===== config.mk =====
export PLATFORM = sky130hd
export DESIGN_NAME = dec_stage
export DESIGN_NICKNAME = d
export VERILOG_FILES = /design/src/rtl/dec_stage.sv
export SDC_FILE = /design/constraint.sdc
export NUM_CORES = 1
export LEC_CHECK = 0
export ABC_AREA = 0
export CAP_MARGIN = 0
export CORE_MARGIN = 2
export CORE_UTILIZATION = 37
export CTS_CLUSTER_DIAMETER = 60
export DETAILED_ROUTE_END_ITERATION = 8
export GPL_ROUTABILITY_DRIVEN = 0
export GPL_TIMING_DRIVEN = 1
export PLACE_DENSITY_LB_ADDON = 0.15
export SYNTH_ARGS = -nofsm -noshare
export SYNTH_HDL_FRONTEND = slang
export SYNTH_SLANG_ARGS = --single-unit

===== constraint.sdc =====
create_clock -name clk -period 1.34 [get_ports clk]
set_input_delay 0.268 -clock clk [delete_from_list [all_inputs] [get_ports clk]]
set_output_delay 0.268 -clock clk [all_outputs]
set_load 0.01 [all_outputs]

===== src/rtl/dec_stage.sv =====
// Registered valid/ready decode stage: class field split, register selects, immediate extension, illegal flag, PC tag.
// Latency 1 cycle. Define DEC_SKID_EN to add a one-entry skid buffer, which makes in_ready a registered signal.
module dec_stage #(
  parameter int XLEN = 32,
  parameter int PC_W = 32
) (
  input  logic            clk,
  input  logic            rst_n,
  input  logic            flush,
  input  logic            in_valid,
  output logic            in_ready,
  input  logic [31:0]     instruction,
  input  logic [PC_W-1:0] pc_i,
  output logic            out_valid,
  input  logic            out_ready,
  output logic [2:0]      class_o,
  output logic [1:0]      bc_o,
  output logic            ct_o,
  output logic [4:0]      opcode_o,
  output logic [4:0]      rd_addr,
  output logic [4:0]      rs1_addr,
  output logic [4:0]      rs2_addr,
  output logic [XLEN-1:0] imm_o,
  output logic            rd_we,
  output logic            rs1_used,
  output logic            rs2_used,
  output logic            illegal_o,
  output logic [PC_W-1:0] pc_o
);

  typedef struct packed {
    logic [2:0]      cls;
    logic [4:0]      opcode;
    logic [4:0]      rd;
    logic [4:0]      rs1;
    logic [4:0]      rs2;
    logic [XLEN-1:0] imm;
    logic            rd_we;
    logic            rs1_used;
    logic            rs2_used;
    logic            illegal;
    logic [PC_W-1:0] pc;
  } bundle_t;

  bundle_t dec;
  bundle_t out_q;
  logic    accept;
  logic    out_free;

  always_comb begin
    dec        = '0;
    dec.cls    = instruction[31:29];
    dec.opcode = instruction[28:24];
    dec.pc     = pc_i;
    case (instruction[31:29])
      3'b000: begin
        dec.rd       = instruction[23:19];
        dec.rs1      = instruction[18:14];
        dec.rs2      = instruction[13:9];
        dec.rd_we    = 1'b1;
        dec.rs1_used = 1'b1;
        dec.rs2_used = 1'b1;
      end
      3'b001, 3'b010: begin
        dec.rd       = instruction[23:19];
        dec.rs1      = instruction[18:14];
        dec.imm      = XLEN'($signed(instruction[13:0]));
        dec.rd_we    = 1'b1;
        dec.rs1_used = 1'b1;
      end
      3'b011, 3'b100: begin
        // Stores and branches put their second source where other classes keep rd.
        dec.rs1      = instruction[18:14];
        dec.rs2      = instruction[23:19];
        dec.imm      = XLEN'($signed(instruction[13:0]));
        dec.rs1_used = 1'b1;
        dec.rs2_used = 1'b1;
      end
      3'b101: begin
        dec.rd    = instruction[23:19];
        dec.imm   = XLEN'($signed(instruction[18:0]));
        dec.rd_we = 1'b1;
      end
      3'b110: dec.imm = XLEN'(instruction[18:0]);
      default: dec.illegal = 1'b1;
    endcase
  end

  assign accept   = in_valid & in_ready & ~flush;
  assign out_free = ~out_valid | out_ready;

`ifdef DEC_SKID_EN
  bundle_t skid_q;
  logic    skid_vld;

  assign in_ready = rst_n & ~skid_vld;

  always_ff @(posedge clk) begin
    if (!rst_n) begin
      out_valid <= 1'b0;
      out_q     <= '0;
      skid_vld  <= 1'b0;
      skid_q    <= '0;
    end else if (flush) begin
      out_valid <= 1'b0;
      skid_vld  <= 1'b0;
    end else if (skid_vld) begin
      // in_ready is low here, so nothing new arrives while the skid drains.
      if (out_ready) begin
        out_q    <= skid_q;
        skid_vld <= 1'b0;
      end
    end else if (out_free) begin
      out_valid <= accept;
      if (accept) out_q <= dec;
    end else if (accept) begin
      skid_q   <= dec;
      skid_vld <= 1'b1;
    end
  end
`else
  assign in_ready = rst_n & out_free;

  always_ff @(posedge clk) begin
    if (!rst_n) begin
      out_valid <= 1'b0;
      out_q     <= '0;
    end else if (flush) begin
      out_valid <= 1'b0;
    end else if (out_free) begin
      out_valid <= accept;
      if (accept) out_q <= dec;
    end
  end
`endif

  assign class_o   = out_q.cls;
  assign bc_o      = out_q.cls[2:1];
  assign ct_o      = out_q.cls[0];
  assign opcode_o  = out_q.opcode;
  assign rd_addr   = out_q.rd;
  assign rs1_addr  = out_q.rs1;
  assign rs2_addr  = out_q.rs2;
  assign imm_o     = out_q.imm;
  assign rd_we     = out_q.rd_we;
  assign rs1_used  = out_q.rs1_used;
  assign rs2_used  = out_q.rs2_used;
  assign illegal_o = out_q.illegal;
  assign pc_o      = out_q.pc;

endmodule

==> Word level (Yosys, flattened, before mapping) <==
Cells that the tools add are included.
{ "word_totals": {"register_bits": 92, "in_bits": 69, "out_inout_bits": 96, "wordCells": 42} }
{ "classes": {"eq_ne": 6, "mux": 8, "n_bitwise": 7, "n_reduce_logical": 9} }
{ "ops": {"columns": ["cell", "n"], "rows": [
  ["$pmux 32 s3", 1],
  ["$mux 5", 2],
  ["$pmux 5 s2", 1],
  ["$eq 3x3->1 const B", 3],
  ["$reduce_or 4->1", 2],
  ["$reduce_or 7->1", 1],
  ["$eq 3x2->1 const B", 2],
  ["$reduce_or 5->1", 1],
  ["$mux 1", 4],
  ["$reduce_or 2->1", 2],
  ["$and 1x1->1", 3],
  ["$eq 3x1->1 const B", 1],
  ["$logic_not 3->1", 1],
  ["$not 1->1", 3],
  ["$reduce_and 3->1", 1],
  ["$reduce_or 3->1", 1],
  ["$or 1x1->1", 1]
]} }

==> Depth between registers and ports, before layout <==
Gate-level depths: netlist (run 1).
{ "depth": {"depth_word": 6, "depth_mapped": 7, "depth_no_buf": 4} }

==> Worst setup path after synthesis (run 1) <==
OpenSTA, ideal clock, no wires.
{ "synth_path": {"path_type": "input port to flip-flop", "startpoint": "input rst_n", "endpoint": "register out_q, in the netlist rs2_addr[4]", "setup_time_ps": 116, "arrival_time_ps": 1177, "required_ps": 1224, "setup_slack_ps": 47, "path_stages": 6, "n_path_buf": 3, "cell_sequence": "buf_4 -> and2b_4 -> and3_4 -> buf_6 -> buf_6 -> o211a_1"} }
{ "synth_via": {"elab_chain_len": 4} }
{ "synth_lines": {"columns": ["item", "line_no", "rtl"], "rows": [
  ["start, declared", "8", "input logic rst_n,"],
  ["$and 1x1->1", "122", "assign in_ready = rst_n & out_free;"],
  ["$and 1x1->1 (2 in series)", "89", "assign accept = in_valid & in_ready & ~flush;"],
  ["$reduce_and 3->1 (no line)", null, null],
  ["end signal, assigned", "127", "out_q <= '0;"],
  ["end signal, assigned", "132", "if (accept) out_q <= dec;"],
  ["end, declared", "46", "bundle_t out_q;"]
]} }
Several ways; a longest one is shown, not always the timed one.
A chain may end at the register's enable or synchronous reset.

==> Worst setup path in the final report (run 1) <==
{ "layout_path": {"startpoint": "input in_valid", "endpoint": "register out_q, in the netlist rs2_addr[3]"} }
{ "layout_via": {"elab_chain_len": 3} }
{ "layout_lines": {"columns": ["item", "line_no", "rtl"], "rows": [
  ["start, declared", "10", "input logic in_valid,"],
  ["$and 1x1->1 (2 in series)", "89", null],
  ["$reduce_and 3->1 (no line)", null, null]
]} }
No other way between the ends.

==> results of run 1 <==
==> timing repair <==
item,4_1_cts,5_1_grt
buffers inserted,0,2
gates resized for setup,129,22
cloned,0,7
endpoints found under the setup margin,129,86
hold buffers,0,0
pin swaps,3,8
==> state kept, by name, indices dropped and copies added (netlist names) <==
register and cells:
opcode_o 5, rd_we 1, rs1_addr 5, out_valid 1
imm_o 20, rs1_used 1, pc_o 32, rd_addr 5
class_o 3, illegal_o 1, rs2_used 1, rs2_addr 5
==> final cells by class <==
class	count	area, sq um
Sequential cell	80	1610
Clock buffer	11	131
Tap cell	111	139
Timing Repair Buffer	208	2060
Fill cell	853	3510
Inverter	1	3.75
Multi-Input combinational cell	277	1620
Clock inverter	5	81.3
==> metrics by stage <==
step / utilization / cell area (sq um) / TNS, ns / total power [uW]
after floorplan: - / 3450 / 0 / 2930
after global placement: 0.576 / 5280 / -27.10 / 3450
after detailed placement: 0.576 / 5280 / -29.14 / 3470
after CTS: 0.592 / 5420 / 0 / 5360
after global routing: 0.616 / 5640 / -0.0661 / 5590
final: 0.616 / 5640 / 0 / 5350
==> kinds of logic after synthesis <==
group,share of synthesized area
simple gates,0.231
compound gates,0.204
flops,0.465
buf+inv,0.0868
mux,0.0131
==> worst max-delay path by stage <==
| stage | start | endpoint | slack, ns |
|---|---|---|---|
| final | in_valid | rs2_addr[3] | 0.03 |
| after global routing | imm_o[30] | imm_o[24] | -0.01 |
| after CTS | flush | imm_o[12] | 0.0003 |
| after detailed placement | instruction[29] | imm_o[14] | -0.45 |
| after global placement | instruction[29] | imm_o[16] | -0.40 |
| after floorplan | rst_n | rs2_addr[4] | 0.05 |
==> worst reg2reg max path: stages, from the launching register on <==
cell and delay, ns:
dfxtp_2 0.36, nand2b_4 0.06, buf_6 0.12, and3_4 0.17
buf_12 0.15, clkbuf_16 0.16, nor2_1 0.12, nor3b_2 0.06
==> per-layer routing <==
layer | wire (microns) | part of all wire | vias to the layer above
li1 | - | - | 1680
met1 | 4680 | 0.45 | 1594
met2 | 4950 | 0.48 | 110
met3 | 604 | 0.058 | 14
met4 | 179 | 0.017 | 0
met5 | 0 | 0 | -
==> cell usage after synthesis (all sizes together) <==
cell type	number
nand2	114
dfxtp	80
a21boi	67
buf	36
nand3	31
clkbuf	11
nor2	10
o21ai	9
a21oi	7
nor3b	6
a211oi	5
a21o	5
a221oi	4
mux2	4
and2	3
nand2b	3
and3	2
nor2b	2
nor3	2
and2b	1
and3b	1
inv	1
o211a	1
==> power by group through the flow <==
stage	combinational [uW]	clock, uW	sequential, uW
final	919	1930	2500
after global routing	991	2090	2510
after CTS	859	2000	2500
after detailed placement	908	0	2560
after global placement	898	0	2560
after floorplan	340	0	2590
==> results.sh, run 1 <==
export IMPL_critPathMaxStageDelay_ns=0.55
export IMPL_crit_chain="clkdlybuf4s50_1, and3_4, buf_12, clkbuf_16, nor2_1, nor3b_2"
export IMPL_seq_power_share=0.467
export IMPL_core_area_sq_um=9150
export IMPL_dr_total_vias=3398
export IMPL_fin_crit_ns=1.31
export IMPL_met1_usage=0.244
export IMPL_clock_skew_ns=0.0121
export IMPL_hold_class="input pin to flip-flop"
export IMPL_p_sw_frac=0.246
export IMPL_fin_crit_sh=0.978
export IMPL_rr_endpoint="rs2_addr[3]"
export IMPL_ctsRootBufferMaster="clkbuf_8"
export IMPL_dr_pass1_iters=4
export IMPL_grt_max_degree=57
export IMPL_drt_vias_per_instance=4.90
export IMPL_synth_top_cell_area_share=0.465
export IMPL_holdWs_ns=0.366
export IMPL_rsz0062_at_grt="true"
export IMPL_fp_row_count=35
export IMPL_cts_tree="yes"
export IMPL_end_kind="flip-flop"
export IMPL_critPathSlowestCell="clkdlybuf4s50_1"
export IMPL_fin_cells=693
export IMPL_totalWireLength_microns=10400
export IMPL_drc=0
export IMPL_cts_path_max_buffers=2
export IMPL_initial_utilization=0.376
export IMPL_die_h_microns=101
export IMPL_required_ns=1.61
export IMPL_p_leak_uw=0.00258
export IMPL_combPwrFrac=0.172
export IMPL_grt_util_all_layers=0.194
export IMPL_hold_depth=4
export IMPL_clk_pin_slew_ns=0.08
export IMPL_die_x_microns=101
export IMPL_synth_seq_cells=80
export IMPL_wl_per_cell_microns=15.0
export IMPL_status="completed"
export IMPL_port_buffers=164
export IMPL_final_antenna_net_count=0
export IMPL_synth_fp_nets=474
export IMPL_cp_depth=6
export IMPL_area_growth_pct=63.7
export IMPL_crit_path_start_kind="input pin"
export IMPL_r2r_slack_ns=0.03
export IMPL_hold_viol=0
export IMPL_grt_util_met2=0.320
export IMPL_worst_pin_slew_ns=0.480
export IMPL_path_max_fanout=8
export IMPL_pwr_share_clk=0.361
export IMPL_arrival_ns=1.58
export IMPL_holdPathEnd="class_o[2]"
export IMPL_drive_above_1_share=0.155
export IMPL_antenna_found_initial=0
export IMPL_cts_buffers=9
export IMPL_post_dp_hpwl_microns=6970
export IMPL_ys_seq_area_frac=0.465
export IMPL_synthDistinctLibCells=30
export IMPL_dp_cells=668
export IMPL_vdd_ir_drop_worst_v=0.000583
export IMPL_die_area_sq_um=10100
export IMPL_yosysTopAreaCell="dfxtp_1"
export IMPL_worst_slack_ns=0.0289
export IMPL_grt_pass1_vias=3284
export IMPL_yosysWarnings=0
export IMPL_final_common_cell="nand2_1"
export IMPL_yosys_top_cells_area="dfxtp_1 46%, nand2_1 12%, a21boi_1 9.6%, a21boi_0 5.0%, buf_4 4.8%"
export IMPL_netlist_area_sq_um=3450
export IMPL_power_switching_uw=1320
export IMPL_drt_iter0_markers=94
export IMPL_fmax_mhz=763
export IMPL_layout_common_cells="113 x nand2_1, 95 x dlygate4sd2_1, 78 x dfxtp_1"
export IMPL_grt_busiest_layer="met2"
export IMPL_critPathKind="input pin to flip-flop"
export IMPL_cts_max_level=3
export IMPL_nets=646
export IMPL_internal_power_uw=4030
export IMPL_max_cap_viol_count=0
export IMPL_clk_latency_ns=0.34
export IMPL_finalSetupViolCount=0
export IMPL_powerDensity_nw_per_um2=949
export IMPL_cts_sinks=80
export IMPL_ios=165
export IMPL_crit_family="buffers and inverters"
export IMPL_hp_start="instruction[31]"
export IMPL_grt_pass1_wl_microns=15700
export IMPL_reg2reg_depth=7
export IMPL_relSlewSlack=0.680
export IMPL_r2r_start="out_valid"
export IMPL_diodes=0
export IMPL_syn_avg_cell_area_sq_um=8.51
export IMPL_worst_path_buf_inv=3
export IMPL_grt_use_met3=0.0506
export IMPL_drv_slew=0
export IMPL_pre_cts_ws_ns=-0.454
export IMPL_synthCells=405
export IMPL_grt_overflow_total=0
Note: power is estimated with default switching activity, not from simulation.
==> run 2: changes to the inputs <==
--- a/config.mk
+++ b/config.mk
@@ -8,7 +8,7 @@
 export ABC_AREA = 0
 export CAP_MARGIN = 0
 export CORE_MARGIN = 2
-export CORE_UTILIZATION = 37
+export CORE_UTILIZATION = 41
 export CTS_CLUSTER_DIAMETER = 60
 export DETAILED_ROUTE_END_ITERATION = 8
 export GPL_ROUTABILITY_DRIVEN = 0
@@ -17,3 +17,4 @@
 export SYNTH_ARGS = -nofsm -noshare
 export SYNTH_HDL_FRONTEND = slang
 export SYNTH_SLANG_ARGS = --single-unit
+export TNS_END_PERCENT = 30
==> constraint.sdc (replaced) <==
create_clock -name clk -period 1.4 [get_ports clk]
set_input_delay 0.28 -clock clk [delete_from_list [all_inputs] [get_ports clk]]
set_output_delay 0.28 -clock clk [all_outputs]
set_load 0.01 [all_outputs]
==> run 2 against run 1 <==
Net effect:
- first-iteration DRC count increased by 45%
- cell count is 1.6% lower
- non-clock buffer count down 6
- largest cell class unchanged
- critical path depth shrank 3
- utilization increased by 7.4 points
- clock power rose by 15%
- final area hardly changed
- worst setup slack better by 0.021 ns
- worst hold slack worse by 0.042 ns
- via count down 1.2%
- register-to-register slack improved by 0.04 ns
- die area down 9.4%
==> results.sh, run 2 (synthesis results as in run 1) <==
export IMPL_status="completed"
export IMPL_max_cap_viol_count=0
export IMPL_drt_vias_per_instance=4.92
export IMPL_ios=165
export IMPL_hold_class="input pin to flip-flop"
export IMPL_worst_pin_slew_ns=0.574
export IMPL_vdd_ir_drop_worst_v=0.000634
export IMPL_dp_cells=657
export IMPL_crit_chain="nand2b_4, and2_4, buf_2"
export IMPL_die_area_sq_um=9150
export IMPL_largest_register_ff_count=32
export IMPL_fin_cells=682
export IMPL_seq_area_sq_um=1610
export IMPL_die_h_microns=95.7
export IMPL_critPathKind="flip-flop to output port"
export IMPL_crit_path_start_kind="flip-flop"
export IMPL_worst_path_buf_inv=1
export IMPL_final_antenna_net_count=0
export IMPL_power_uw=5470
export IMPL_finish_utilization=0.690
export IMPL_cts_max_level=3
export IMPL_post_dp_hpwl_microns=6770
export IMPL_finalSetupViolCount=0
export IMPL_die_x_microns=95.7
export IMPL_drive_above_1_share=0.146
export IMPL_fp_row_count=33
export IMPL_final_common_cell="nand2_1"
export IMPL_cts_path_max_buffers=2
export IMPL_diodes=0
export IMPL_path_max_fanout=2
export IMPL_fin_crit_ns=1.35
export IMPL_cts_sinks=80
export IMPL_powerDensity_nw_per_um2=969
export IMPL_grt_pass1_vias=3187
export IMPL_crit_family="flip-flops"
export IMPL_finalSetupTns_ns=0
export IMPL_end_kind="output port"
export IMPL_totalWireLength_microns=10200
export IMPL_arrival_ns=1.07
export IMPL_cts_tree="yes"
export IMPL_hold_viol=0
export IMPL_critPathSlowestCell="dfxtp_1"
export IMPL_relSlewSlack=0.617
export IMPL_grt_pass1_wl_microns=15000
export IMPL_p_leak_uw=0.00259
export IMPL_fill_cells=695
export IMPL_area_growth_pct=63.8
export IMPL_grt_overflow_total=0
export IMPL_wl_per_cell_microns=15.0
export IMPL_fin_crit_sh=0.965
export IMPL_multi_input_area_sq_um=1630
export IMPL_dpl_cell_area_sq_um=5240
export IMPL_dr_total_vias=3357
export IMPL_core_area_sq_um=8180
export IMPL_required_ns=1.12
export IMPL_layout_common_cells="114 x nand2_1, 95 x dlygate4sd2_1, 79 x dfxtp_1"
export IMPL_ctsRootBufferMaster="clkbuf_8"
export IMPL_drt_iter0_markers=136
export IMPL_initial_utilization=0.421
export IMPL_grt_util_all_layers=0.208
export IMPL_grt_max_degree=69
export IMPL_port_buffers=164
export IMPL_antenna_found_initial=0
export IMPL_dr_pass1_iters=4
export IMPL_cts_buffers=9
export IMPL_clk_latency_ns=0.35
export IMPL_nets=641
export IMPL_drc=0
export IMPL_fmax_mhz=741
export IMPL_finalInstanceArea_sq_um=5640
export IMPL_critPathMaxStageDelay_ns=0.37
export IMPL_drv_slew=0
export IMPL_clock_skew_ns=0.0115
export IMPL_clk_pin_slew_ns=0.07
-- run 2: per-layer routing --
layer,global-route usage,vias to the layer above,part of all wire
met3,0.0735,13,0.082
met4,0.0798,0,0.013
li1,-,1678,-
met2,0.343,109,0.48
met5,0,-,0
met1,0.249,1557,0.43
-- run 2: final cells by class --
type,instances,share of cell area
Timing Repair Buffer,202,0.357
Clock buffer,11,0.0233
Inverter,1,0.000665
Sequential cell,80,0.284
Clock inverter,5,0.0228
Multi-Input combinational cell,278,0.288
Tap cell,105,0.0233
-- run 2: report_power, final --
group | leakage [uW] | switching (uW) | internal [uW] | total (uW)
sequential | 0.000651 | 39.2 | 2350 | 2390
combinational | 0.00181 | 372 | 494 | 866
clock | 0.000128 | 843 | 1370 | 2210
-- run 2: final timing paths --
path,from,endpoint,slack (ns),depth (start not counted)
setup / recovery,out_valid,in_ready,0.05,3
hold / removal,in_valid,out_valid,0.32,3
setup reg to reg,out_valid,imm_o[0],0.07,6
hold reg to reg,pc_o[14],pc_o[14],0.45,2
-- run 2: worst register-to-register path, delay by kind of cell (launching register included) --
family / cells / cell delay (ns)
buffers and inverters: 2 / 0.27
AOI/OAI and AO/OA: 1 / 0.18
DFF: 1 / 0.33
and+or+nand+nor: 3 / 0.48
-- run 2: repair_timing --
action | in CTS | in global routing
setup buffers | 0 | 0
resized for setup | 107 | 35
cloned | 0 | 9
pin swaps | 0 | 7
endpoints found under the setup margin | 104 | 44
hold buffers | 0 | 0
-- run 2: through the flow --
stage	hold WS, ns	worst slack (ns)
2_1_floorplan	0.415	0.0949
3_3_place_gp	0.436	-0.364
5_1_grt	0.340	-0.0326
4_1_cts	0.378	0.00309
6_report	0.324	0.0496
3_5_place_dp	0.444	-0.405
